### config.mk
export PLATFORM = sky130hd
export DESIGN_NAME = bus_master_ctrl
export DESIGN_NICKNAME = d
export VERILOG_FILES = /design/src/rtl/bus_master_ctrl.sv
export SDC_FILE = /design/constraint.sdc
export NUM_CORES = 1
export LEC_CHECK = 0
export BUFFER_PORTS_ARGS = -buffer_cell sky130_fd_sc_hd__buf_2
export CORE_ASPECT_RATIO = 1.2
export CORE_MARGIN = 2
export CORE_UTILIZATION = 45
export DETAILED_ROUTE_END_ITERATION = 6
export PLACE_DENSITY = 0.75
export SLEW_MARGIN = 20
export SYNTH_ARGS = -nofsm -noshare
export SYNTH_HDL_FRONTEND = slang
export SYNTH_SLANG_ARGS = --single-unit
### constraint.sdc
create_clock -name clk -period 2.6 [get_ports clk]
set_input_delay 0.65 -clock clk [delete_from_list [all_inputs] [get_ports clk]]
set_output_delay 0.65 -clock clk [all_outputs]
set_load 0.005 [all_outputs]
### src/rtl/bus_master_ctrl.sv
// Bus master front-end: takes a burst command over valid/ready, requests the
// bus from the arbiter, issues one beat per granted cycle with incrementing
// addresses, and returns read data through a two-stage registered path.
//
// state  | meaning
// IDLE   | ready for a command, no bus request
// REQ    | request raised, waiting for the first grant
// XFER   | one beat per granted cycle, stall while grant is low
// RDLAST | request dropped, capturing the final read word
// DONE   | one-cycle completion pulse
module bus_master_ctrl #(
    parameter int ADDR_W = 8,
    parameter int DATA_W = 8,
    parameter int LEN_W  = 4
) (
    input  logic              clk,
    input  logic              reset_n,
    input  logic              cmd_valid,
    output logic              cmd_ready,
    input  logic              cmd_wr,
    input  logic [ADDR_W-1:0] cmd_addr,
    input  logic [LEN_W-1:0]  cmd_len,
    input  logic [DATA_W-1:0] wdata,
    output logic              wdata_pop,
    output logic [DATA_W-1:0] rdata,
    output logic              rdata_valid,
    output logic              done,
    output logic              busy,
    output logic              m_req,
    input  logic              m_grant,
    output logic              m_en,
    output logic              m_wr,
    output logic [ADDR_W-1:0] m_addr,
    output logic [DATA_W-1:0] m_dout,
    input  logic [DATA_W-1:0] m_din
);

    typedef enum logic [2:0] {
        S_IDLE,
        S_REQ,
        S_XFER,
        S_RDLAST,
        S_DONE
    } state_t;

    state_t state, next_state;

    logic              wr_q;
    logic [ADDR_W-1:0] addr_q;
    logic [LEN_W-1:0]  len_q;
    logic [LEN_W-1:0]  beat_q;
    logic              rd_pend;
    logic              last_beat;

    assign last_beat = (beat_q == len_q - LEN_W'(1));

    // State register; reset abandons any burst in flight.
    always_ff @(posedge clk or negedge reset_n) begin
        if (!reset_n) begin
            state <= S_IDLE;
        end else begin
            state <= next_state;
        end
    end

    // Next-state decode.
    always_comb begin
        next_state = state;
        case (state)
            S_IDLE: begin
                if (cmd_valid) begin
                    next_state = (cmd_len == '0) ? S_DONE : S_REQ;
                end
            end
            S_REQ: begin
                if (m_grant) begin
                    next_state = S_XFER;
                end
            end
            S_XFER: begin
                if (m_grant && last_beat) begin
                    next_state = wr_q ? S_DONE : S_RDLAST;
                end
            end
            S_RDLAST: next_state = S_DONE;
            S_DONE:   next_state = S_IDLE;
            default:  next_state = S_IDLE;
        endcase
    end

    // Bus-side outputs, combinational from state, beat counter and grant.
    always_comb begin
        cmd_ready = (state == S_IDLE);
        busy      = (state != S_IDLE);
        m_req     = (state == S_REQ) || (state == S_XFER);
        m_en      = (state == S_XFER) && m_grant;
        m_wr      = m_en && wr_q;
        wdata_pop = m_en && wr_q;
        m_addr    = '0;
        m_dout    = '0;
        if (m_en) begin
            m_addr = addr_q + ADDR_W'(beat_q);
        end
        if (m_en && wr_q) begin
            m_dout = wdata;
        end
    end

    // Command latch on acceptance; beat counter advances on every issued beat.
    always_ff @(posedge clk or negedge reset_n) begin
        if (!reset_n) begin
            wr_q   <= 1'b0;
            addr_q <= '0;
            len_q  <= '0;
            beat_q <= '0;
        end else if (state == S_IDLE && cmd_valid) begin
            wr_q   <= cmd_wr;
            addr_q <= cmd_addr;
            len_q  <= cmd_len;
            beat_q <= '0;
        end else if (m_en) begin
            beat_q <= beat_q + LEN_W'(1);
        end
    end

    // Read return: slave data arrives the cycle after the beat and is
    // registered one more time, so rdata_valid trails m_en by two cycles.
    always_ff @(posedge clk or negedge reset_n) begin
        if (!reset_n) begin
            rd_pend     <= 1'b0;
            rdata       <= '0;
            rdata_valid <= 1'b0;
            done        <= 1'b0;
        end else begin
            rd_pend     <= m_en && !wr_q;
            rdata_valid <= rd_pend;
            if (rd_pend) begin
                rdata <= m_din;
            end
            done <= (next_state == S_DONE);
        end
    end

endmodule
## Yosys cells after proc, flatten, opt, wreduce, memory -nomap -nowiden

Index checks and enable logic that the tools add are counted.
Widths: inputs -> output; s select.

- Register bits: 31
- Output and inout bits: 32
- Bits of input ports: 33

- Equal/unequal tests: 5
- Mux-type cells: 10
- Reduce and logical (&&, ||, !) cells: 11
- Add/subtract/negate cells: 3

Operators by type and width:

| kind | count |
|---|---|
| $mux 8 | 2 |
| $mux 3 | 5 |
| $pmux 3 s4 | 1 |
| $add 8x4->8 | 1 |
| $mux 4 | 2 |
| $eq 3x2->1 const B | 2 |
| $logic_and 1x1->1 | 5 |
| $add 4x1->4 const B | 1 |
| $eq 4x4->1 | 1 |
| $logic_not 4->1 | 1 |
| $sub 4x1->4 const B | 1 |
| $eq 3x1->1 const B | 1 |
| $eq 3x3->1 const B | 1 |
| $logic_not 3->1 | 1 |
| $reduce_bool 3->1 | 1 |
| $reduce_bool 2->1 | 1 |
| $logic_not 1->1 | 1 |
| $logic_or 1x1->1 | 1 |

## Logic depth before layout (Yosys ltp)

- Depth in word-level cells: 6
- Mapped depth: 8
- Mapped depth without buffers: 7

## Worst setup path before layout

Ideal clock, no wire load.

- Path kind: register -> output
- Start point: register beat_q[0]
- End point: output m_addr[6]
- Data arrival time: 1654 ps
- Path buffers: 0
- Cell stages (with the launch flop): 7
- Slack: 296 ps
- Path through: dfrtp_1 > ha_1 > fa_1 > a21o_1 > a21oi_1 > o21ai_0 > a21oi_1

- Cells in the longest elaborated chain, start to end: 2

RTL lines:

| item | RTL line | RTL |
|---|---|---|
| start, declared | 51 | `logic [LEN_W-1:0] beat_q;` |
| start signal, assigned | 122 | `beat_q <= beat_q + LEN_W'(1);` |
| $add 8x4->8 | 102 | `m_addr = addr_q + ADDR_W'(beat_q);` |
| $mux 8 | 101 | `if (m_en) begin` |
| end, declared | 33 | `output logic [ADDR_W-1:0] m_addr,` |

No other way between the ends.

## Final worst setup path

Ends and elaborated chain as after synthesis.

==> results.cfg <==
[cells_and_area]
multi_input_area_um2 = 820
finish.utilization_pct = 59.9
syn2layout_area_growth_pct = 29.7
seqCellArea_um2 = 778
nFillCells = 322
fin_cells = 260
diodes = 0
drive_above_1_share_pct = 49.3
fin_nets = 260

[detailed_routing]
drt_wl_total_um = 3540
vias = 1329
met3_length_um = 134
ant_nets = 0
viasPerCell = 5.11
wl_per_cell_um = 13.6
routed.top_layer = met4
dr.first_iter.drc_count = 55
dr_wl_met2_um = 1780
drc = 0
wl_met1_um = 1550
firstDrtPassIters = 4

[cts]
cts_tree = yes
numClockSinks = 31
cts_buffer_depth = 2
clkLatencyLatePin_ns = 0.28
numCtsBuffers = 5
clkTransAtPathRegs_ns = 0.07
cts_root_buf = clkbuf_8
htree_levels = 2
ctsHoldBuffers = 0

[timing]
tightest_slew_ns = 0.683
max_freq_mhz = 387
setup_viol = 0
slew_headroom_pct = 54.5
rsz0062_at_grt = yes
final-max-slew-violation-count = 0
fin_skew_ns = 0.00359
fin_crit_sh_pct = 99.4
fin_setup_tns_ns = 0
min_period_ns = 2.58
finalHoldViolCount = 0

[synth]
synth_cells = 150
yosysUniqueCellTypes = 35
ys.flop_type = dfrtp_1
ys_seq_area_share_pct = 46.6
synth_edf_count = 0
postSynthAreaPerCell_um2 = 11.1
synth_area_mm2 = 0.00167
yosys_register_bits = 31
synthesis.nets = 190
synthArstFlopShare_pct = 100
synth_warnings = 0

[grt]
grt.overflow.total = 0
antenna_found_initial = 0
grt_max_degree = 32
track_usage_pct = 18.0
grt_pass1_vias = 1206
grt_pass1_wl_um = 5580

[critical_path]
cp_max_fo = 3
worstSetupStartpointType = flop
worstPathArrival_ns = 1.93
endpoint_kind = output port
worstRegToRegCells = 4
crit_required_ns = 1.95
path_class = reg -> out

[power_and_ir_drop]
p_leak_nw = 1.13
ir_drop_mv = 0.773
powerDensity_mw_per_mm2 = 1300
finalPower_mw = 2.80

[die]
coreArea_mm2 = 0.00360
dieArea_mm2 = 0.00421
io_pins = 65
initial_core_util_pct = 46.2
num_rows = 24
die_h_um = 70.6
die_w_um = 59.5

[placed_design]
placedCellCount = 248
gp_congestion = 0.768
place.port_buffers = 64
hpwl_um = 2490

[outcome]
status = finished, final reports clean

[hold_path]
hold_path_class = in -> async

[flow_run]
max_cap_violations = 0
==> per-layer routing <==
metal	track usage (%)	vias up
met4	8.89	0
met1	23.0	632
li1	-	661
met5	0	-
met2	28.1	32
met3	4.39	4
==> per-stage QoR <==
step | instance area [µm²] | setup slack, ns | hold WS, ns
floorplan | 1670 | 0.296 | 0.352
global placement | 1980 | 0.216 | 0.486
detailed placement | 1980 | 0.160 | 0.492
CTS | 2130 | 0.0121 | 0.428
global route | 2160 | -0.0885 | 0.467
finish | 2160 | 0.0158 | 0.401
==> placed cells by master, fill, tap and decap left out, types with 2 or more instances in the layout <==
cell	synthesis	layout
a21o_1	3	3
a21oi_1	6	3
a21oi_2	0	3
and2_1	3	3
and3_1	9	9
buf_2	2	64
buf_4	1	7
clkbuf_8	0	6
dfrtp_1	31	29
dfrtp_2	0	2
ha_1	6	4
inv_1	5	5
mux2_2	17	17
mux2_4	2	2
nand2_1	9	9
nand3_1	3	3
nor2_1	11	11
nor3_1	3	3
o21ai_0	4	2
o21ai_1	0	2
o22ai_1	3	3
or3_1	2	2
xnor2_1	8	8
xor2_1	5	5
==> critical path, stage by stage (launching register included) <==
cell,delay (ns)
dfrtp_1,0.39
ha_2,0.20
fa_2,0.36
a21o_1,0.19
a21oi_2,0.18
o21ai_1,0.09
a21oi_1,0.12
buf_2,0.12
==> cell families (layout without fill, tap and decap cells) <==
kind of cell               after synthesis  in the layout  share of synthesized area (%)
xor gates and xnor gates                13             13                           6.84
adders and majority gates                7              7                           5.71
DFF                                     31             31                           46.6
and+or+nand+nor                         46             46                           14.4
muxes                                   19             19                           13.3
buffers and inverters                   14             85                           5.94
AOI/OAI and AO/OA                       20             20                           7.29
==> where the power goes <==
group	internal, mW	switching (mW)
clock network	0.310	0.177
logic	0.759	0.581
registers	0.724	0.247
total	1.79	1.00
==> flip-flops by register name, summed over array words and instances, names as in the netlist <==
signal       flops
done             1
state            3
addr_q           8
rd_pend          1
rdata            8
len_q            4
rdata_valid      1
wr_q             1
beat_q           4
==> cells in the mapped netlist, types with 2 or more instances <==
cell type  instances  area (µm²)
a21o_1             3        22.5
a21oi_1            6        30.0
and2_1             3        18.8
and3_1             9        56.3
buf_12             2        40.0
buf_2              2        10.0
clkbuf_1           2        7.51
dfrtp_1           31         776
ha_1               6        75.1
inv_1              5        18.8
mux2_2            17         191
mux2_4             2        30.0
nand2_1            9        33.8
nand3_1            3        15.0
nor2_1            11        41.3
nor3_1             3        15.0
o21ai_0            4        20.0
o22ai_1            3        18.8
or3_1              2        12.5
xnor2_1            8        70.1
xor2_1             5        43.8
==> worst paths after layout <==
kind,startpoint,endpoint,slack (ns)
max in group asynchronous,reset_n,beat_q[1],1.71
min reg2reg,rdata[4],rdata[4],0.50
min,reset_n,done,0.40
min in group clk,rdata[4],rdata[4],0.50
max,beat_q[0],m_addr[6],0.02
max reg2reg,state[2],addr_q[0],0.89
==> area by class of cell <==
type                    count  share of cell area [%]
well taps                  39                    2.26
inverters                   6                    1.04
clock buffers               6                    3.82
repair buffers             71                    17.3
clock inverters             2                    1.62
multi-input cells         105                    37.9
flip-flops and latches     31                    36.0
==> what timing repair did <==
item                                    4_1_cts  5_1_grt
gates resized for setup                       6        4
buffers inserted                              2        2
endpoints found under the setup margin        4        4
hold endpoints to repair                      0        0
pin swaps                                     2        7
No activity file was read; power rests on OpenSTA's default activity.
